`src/rtl/bip_control.sv`:
```
// BIP accumulator-processor control unit: PC/IR, FETCH/LOAD/EXEC/HALT sequencing, strobe decode.
// Optional BIP_CYCLE_COUNTER_EN adds a saturating CYCLE_COUNT output.
module bip_control #(
  parameter int PC_WIDTH    = 11,
  parameter int INSTR_WIDTH = 16
) (
  input  logic                   CLK,
  input  logic                   RESET_N,
  input  logic                   ENABLE,
  input  logic [INSTR_WIDTH-1:0] PM_DATA,
  output logic [PC_WIDTH-1:0]    PM_ADDR,
  output logic [PC_WIDTH-1:0]    OPERAND,
  output logic [1:0]             SEL_A,
  output logic                   SEL_B,
  output logic                   OP,
  output logic                   WR_ACC,
  output logic                   RD_RAM,
  output logic                   WR_RAM,
  output logic                   HALTED
`ifdef BIP_CYCLE_COUNTER_EN
  ,
  output logic [15:0]            CYCLE_COUNT
`endif
);

  typedef enum logic [1:0] {S_FETCH, S_LOAD, S_EXEC, S_HALT} state_t;

  localparam logic [4:0] OPC_HLT  = 5'b00000;
  localparam logic [4:0] OPC_STO  = 5'b00001;
  localparam logic [4:0] OPC_LD   = 5'b00010;
  localparam logic [4:0] OPC_LDI  = 5'b00011;
  localparam logic [4:0] OPC_ADD  = 5'b00100;
  localparam logic [4:0] OPC_ADDI = 5'b00101;
  localparam logic [4:0] OPC_SUB  = 5'b00110;
  localparam logic [4:0] OPC_SUBI = 5'b00111;

  localparam logic [1:0] SRC_DM  = 2'b00;
  localparam logic [1:0] SRC_IMM = 2'b01;
  localparam logic [1:0] SRC_ALU = 2'b10;

  state_t                 state, state_nx;
  logic [PC_WIDTH-1:0]    pc;
  logic [INSTR_WIDTH-1:0] ir;
  logic [4:0]             opcode;
  logic                   exec_go;

  assign opcode  = ir[INSTR_WIDTH-1 -: 5];
  assign exec_go = ENABLE && (state == S_EXEC);

  assign PM_ADDR = pc;
  assign OPERAND = ir[PC_WIDTH-1:0];
  assign HALTED  = (state == S_HALT);

  // State register
  always_ff @(posedge CLK or negedge RESET_N) begin
    if (!RESET_N) state <= S_FETCH;
    else          state <= state_nx;
  end

  // Next-state logic; ENABLE low holds whatever state we are in
  always_comb begin
    state_nx = state;
    if (ENABLE) begin
      case (state)
        S_FETCH: state_nx = S_LOAD;
        S_LOAD:  state_nx = S_EXEC;
        S_EXEC:  state_nx = (opcode == OPC_HLT) ? S_HALT : S_FETCH;
        S_HALT:  state_nx = S_HALT;
        default: state_nx = S_FETCH;
      endcase
    end
  end

  // PC advances only on a non-HLT EXEC; wraps naturally at the top of program memory
  always_ff @(posedge CLK or negedge RESET_N) begin
    if (!RESET_N)                           pc <= '0;
    else if (exec_go && opcode != OPC_HLT)  pc <= pc + 1'b1;
  end

  // PM_DATA holds the word addressed during FETCH
  always_ff @(posedge CLK or negedge RESET_N) begin
    if (!RESET_N)                         ir <= '0;
    else if (ENABLE && state == S_LOAD)   ir <= PM_DATA;
  end

  // Output decode: strobes live only in an enabled EXEC cycle
  always_comb begin
    SEL_A  = SRC_DM;
    SEL_B  = 1'b0;
    OP     = 1'b0;
    WR_ACC = 1'b0;
    RD_RAM = 1'b0;
    WR_RAM = 1'b0;
    if (exec_go) begin
      case (opcode)
        OPC_STO: WR_RAM = 1'b1;
        OPC_LD: begin
          RD_RAM = 1'b1;
          SEL_A  = SRC_DM;
          WR_ACC = 1'b1;
        end
        OPC_LDI: begin
          SEL_A  = SRC_IMM;
          WR_ACC = 1'b1;
        end
        OPC_ADD: begin
          RD_RAM = 1'b1;
          SEL_B  = 1'b1;
          SEL_A  = SRC_ALU;
          WR_ACC = 1'b1;
        end
        OPC_ADDI: begin
          SEL_A  = SRC_ALU;
          WR_ACC = 1'b1;
        end
        OPC_SUB: begin
          RD_RAM = 1'b1;
          SEL_B  = 1'b1;
          OP     = 1'b1;
          SEL_A  = SRC_ALU;
          WR_ACC = 1'b1;
        end
        OPC_SUBI: begin
          OP     = 1'b1;
          SEL_A  = SRC_ALU;
          WR_ACC = 1'b1;
        end
        default: ;  // HLT and 01000..11111 issue nothing
      endcase
    end
  end

`ifdef BIP_CYCLE_COUNTER_EN
  logic [15:0] cycle_cnt;

  always_ff @(posedge CLK or negedge RESET_N) begin
    if (!RESET_N)
      cycle_cnt <= '0;
    else if (ENABLE && state != S_HALT && cycle_cnt != 16'hFFFF)
      cycle_cnt <= cycle_cnt + 16'd1;
  end

  assign CYCLE_COUNT = cycle_cnt;
`endif

endmodule

```
`config.mk`:
```
export PLATFORM = sky130hd
export DESIGN_NAME = bip_control
export DESIGN_NICKNAME = d
export VERILOG_FILES = /design/src/rtl/bip_control.sv
export SDC_FILE = /design/constraint.sdc
export NUM_CORES = 1
export LEC_CHECK = 0
export CAP_MARGIN = 20
export CORE_MARGIN = 5
export CORE_UTILIZATION = 47
export DETAILED_ROUTE_END_ITERATION = 7
export GPL_TIMING_DRIVEN = 0
export PLACE_DENSITY = 0.9
export SYNTH_ARGS = -nofsm -noshare
export SYNTH_HDL_FRONTEND = slang
export SYNTH_SLANG_ARGS = --single-unit
```
`constraint.sdc`:
```
create_clock -name CLK -period 2.1 [get_ports CLK]
set_input_delay 0.42 -clock CLK [delete_from_list [all_inputs] [get_ports CLK]]
set_output_delay 0.42 -clock CLK [all_outputs]
set_load 0.1 [all_outputs]
```
==> out/results.md <==
| Item | Reported | Unit |
|:---|:---|:---|
| Vias | 1054 | - |
| # port buffers | 48 | - |
| Post-synthesis sequential area ratio | 0.528 | - |
| Synth-to-Final Area Change | 49.6 | % |
| Gr busiest metal | met2 | - |
| Final min period | 2160 | ps |
| Met1 track utilization from global routing | 0.199 | - |
| Initial Utilization | 0.494 | - |
| Post-synth EDFFs | 0 | - |
| Hold_ws | 467 | ps |
| Final net count | 189 | - |
| Die Height | 64.1 | µm |
| Number of remaining DRC errors | 0 | - |
| Top-Level Pins | 49 | - |
| Worst setup slack after placement | -1270 | ps |
| Clock root buffer | sky130_fd_sc_hd__clkbuf_4 | - |
| Quantity of hold-fixing buffers added after cts | 0 | - |
| Largest cells by area after synthesis | sky130_fd_sc_hd__dfrtp_1 53%, sky130_fd_sc_hd__mux2_2 14%, sky130_fd_sc_hd__buf_4 6.0%, sky130_fd_sc_hd__xor2_1 3.8%, sky130_fd_sc_hd__xnor2_1 2.5% | - |
| Count of synthesis-stage warnings from yosys | 0 | - |
| Maximum number of pins on one net before global-route repair | 16 | - |
| Deepest clock path buffer count | 2 | - |
| Number of vias per cell | 5.27 | - |
| Avg Synthesized Cell Area | 12.6 | µm² |
| Count of cell types in the netlist | 28 | - |
| Rows | 19 | - |
| Violated checks | negative setup slack | - |
| RD Place Congestion | 0.824 | - |
| Number of H-tree branching levels | 2 | - |
| Required time of the critical path | 1680 | ps |
| Core Area | 2780 | µm² |
| DR pass1 iterations | 3 | - |
| Met3 usage in global routing | 0.0543 | - |
| Storage cell area | 727 | µm² |
| Wire length reported by the detailed router | 3250 | µm |
| Peak fanout along the critical path | 4 | - |
| Hold Violations, Final | 0 | - |
| Vias in the first global route | 1090 | - |
| Total routing resource utilization after global routing | 0.165 | - |
| Most instantiated library cell after synthesis | sky130_fd_sc_hd__dfrtp_1 | - |
| Run status | finished with violations | - |
| Share of synthesized flip-flops with an asynchronous set or reset | 1.00 | - |
| Setup violators final | 5 | - |
| Setup TNS after final layout | -134 | ps |
| Final design instance area without fill | 2060 | µm² |
| Mapped Nets | 129 | - |
| Global-route wire length before repair | 5320 | µm |
| Number of DRC markers after the initial detailed-route iteration | 14 | - |
| Clk sink count | 29 | - |
| Path type of the worst setup path | reg2out | - |
| Post-route clock skew | 8.55 | ps |
| Layout cells sized above 1 | 0.373 | - |
| Worst Tran Pin Value | 982 | ps |
| Detail Placement HPWL | 2350 | µm |
| Clock latency reported for the late side of the worst-skew pair | 320 | ps |
| Global route overflow | 0 | - |
| Area of the mapped netlist | 1380 | µm² |
| Initial antenna violation count | 0 | - |
| Startpoint kind of the worst setup timing path | flip-flop | - |
| Part of the cycle the worst path needs | 1.03 | - |
| Endpoint arrival time on the critical path | 1740 | ps |
| Routed length per instance | 16.3 | µm |
| Number of routed nets with antenna violations | 0 | - |
| RSZ-0062 raised after global routing | yes | - |
| Die W | 64.1 | µm |
| Filler instances | 203 | - |
| CTS tree | built | - |
| Cell area reported after detailed placement | 1940 | µm² |
| Worst Setup End Kind | output port | - |
| Count of final max-slew check failures | 0 | - |
| Global-route met2 utilization | 0.266 | - |
| Post-synth top area share | 0.528 | - |
| Clock-pin transition on the worst setup and hold timing paths | 90 | ps |
| Die ar. | 4110 | µm² |
| Count of state elements after synthesis | 29 | - |
| Cell type with the highest aggregate area in the netlist | sky130_fd_sc_hd__dfrtp_1 | - |
| Mapped Cells | 109 | - |
| ANT cells | 0 | - |
| Worst min-delay path category | reg2reg | - |
| Most instantiated flip-flop cell in the synthesis netlist | sky130_fd_sc_hd__dfrtp_1 | - |
| Area used by multi-input combinational logic | 583 | µm² |
| Worst max-slew margin expressed relative to the limit | 0.348 | - |
| Post-synth top cells | 29 x sky130_fd_sc_hd__dfrtp_1, 17 x sky130_fd_sc_hd__mux2_2, 11 x sky130_fd_sc_hd__buf_4, 6 x sky130_fd_sc_hd__xor2_1, 5 x sky130_fd_sc_hd__and2_1 | - |
| Final WS setup | -58.4 | ps |
| Total of max-cap violations | 0 | - |
| Total CTS buffers | 5 | - |
| Fmax achieved | 463 | MHz |
[metrics by stage]
step                      instances   util
after floorplan                 109      -
after global placement          188  0.693
after detailed placement        189  0.699
after CTS                       198  0.730
after global routing            200  0.740
final                           200  0.740
[logic make-up after synthesis]
kind of cell / count (synthesis) / synth area share
multiplexers: 17 / 0.139
buffers and inverters: 15 / 0.0773
AND/OR/NAND/NOR: 33 / 0.164
adder cells (fa/ha/maj): 1 / 0.00910
flip-flops: 29 / 0.528
AO/OA/AOI/OAI: 4 / 0.0191
XOR/XNOR: 10 / 0.0637
[final timing paths]
check / end / from / slack, ps / cells past startpoint
max: SEL_A[0] / state[0] / -60 / 5
min: PM_ADDR[10] / PM_ADDR[10] / 470 / 1
max reg2reg: PM_ADDR[10] / state[0] / 410 / 6
min reg2reg: PM_ADDR[10] / PM_ADDR[10] / 470 / 1
max in group asynchronous: ir[8] / RESET_N / 1030 / 2
min in group asynchronous: PM_ADDR[9] / RESET_N / 520 / 1
[routing by layer]
metal / vias to the layer above / routed length, µm
li1: 490 / -
met1: 524 / 1220
met2: 31 / 1780
met3: 9 / 175
met4: 0 / 76
met5: - / 0
[placed cells by master (no fill, tap or decap), drive strengths merged]
| cell | instances |
|---|---|
| ha | 1 |
| dlygate4sd2 | 18 |
| nor3 | 4 |
| and3 | 2 |
| xor2 | 6 |
| buf | 25 |
| clkbuf | 9 |
| nor4b | 2 |
| nand2 | 3 |
| mux2 | 17 |
| nor4 | 3 |
| o21ai | 1 |
| clkdlybuf4s50 | 17 |
| nand4b | 1 |
| nor3b | 2 |
| nand2b | 1 |
| o21a | 1 |
| nand3b | 2 |
| nor2 | 2 |
| a21oi | 1 |
| nand4 | 2 |
| a22o | 1 |
| xnor2 | 4 |
| clkdlybuf4s15 | 4 |
| nand3 | 4 |
| dfrtp | 29 |
| and2 | 5 |
| inv | 2 |
[state kept, by name, indices dropped and copies added (netlist names)]
register,cells
ir,16
state,2
PM_ADDR,11
[repair_timing]
item / in CTS / in global routing
setup buffers: 2 / 2
resized for setup: 84 / 10
setup endpoints to repair: 30 / 12
pin swaps: 3 / 1
[area by class of cell]
cell class | instances | area share
Clock buffer | 7 | 0.0268
Buffer | 13 | 0.0481
Tap cell | 31 | 0.0189
Inverter | 2 | 0.00365
Sequential cell | 29 | 0.353
Multi-Input combinational cell | 65 | 0.283
Timing Repair Buffer | 53 | 0.266
[critical path, cell delays in order (launching register included)]
cell and delay [ps]:
sky130_fd_sc_hd__dfrtp_2 420, sky130_fd_sc_hd__nand3b_1 210, sky130_fd_sc_hd__nor3_4 220, sky130_fd_sc_hd__nand2_2 130, sky130_fd_sc_hd__nor3b_4 230, sky130_fd_sc_hd__buf_12 200
Power is left out: the tool's default activity adds up to more than one toggle a clock period on the data nets, which glitch-free logic cannot reach.
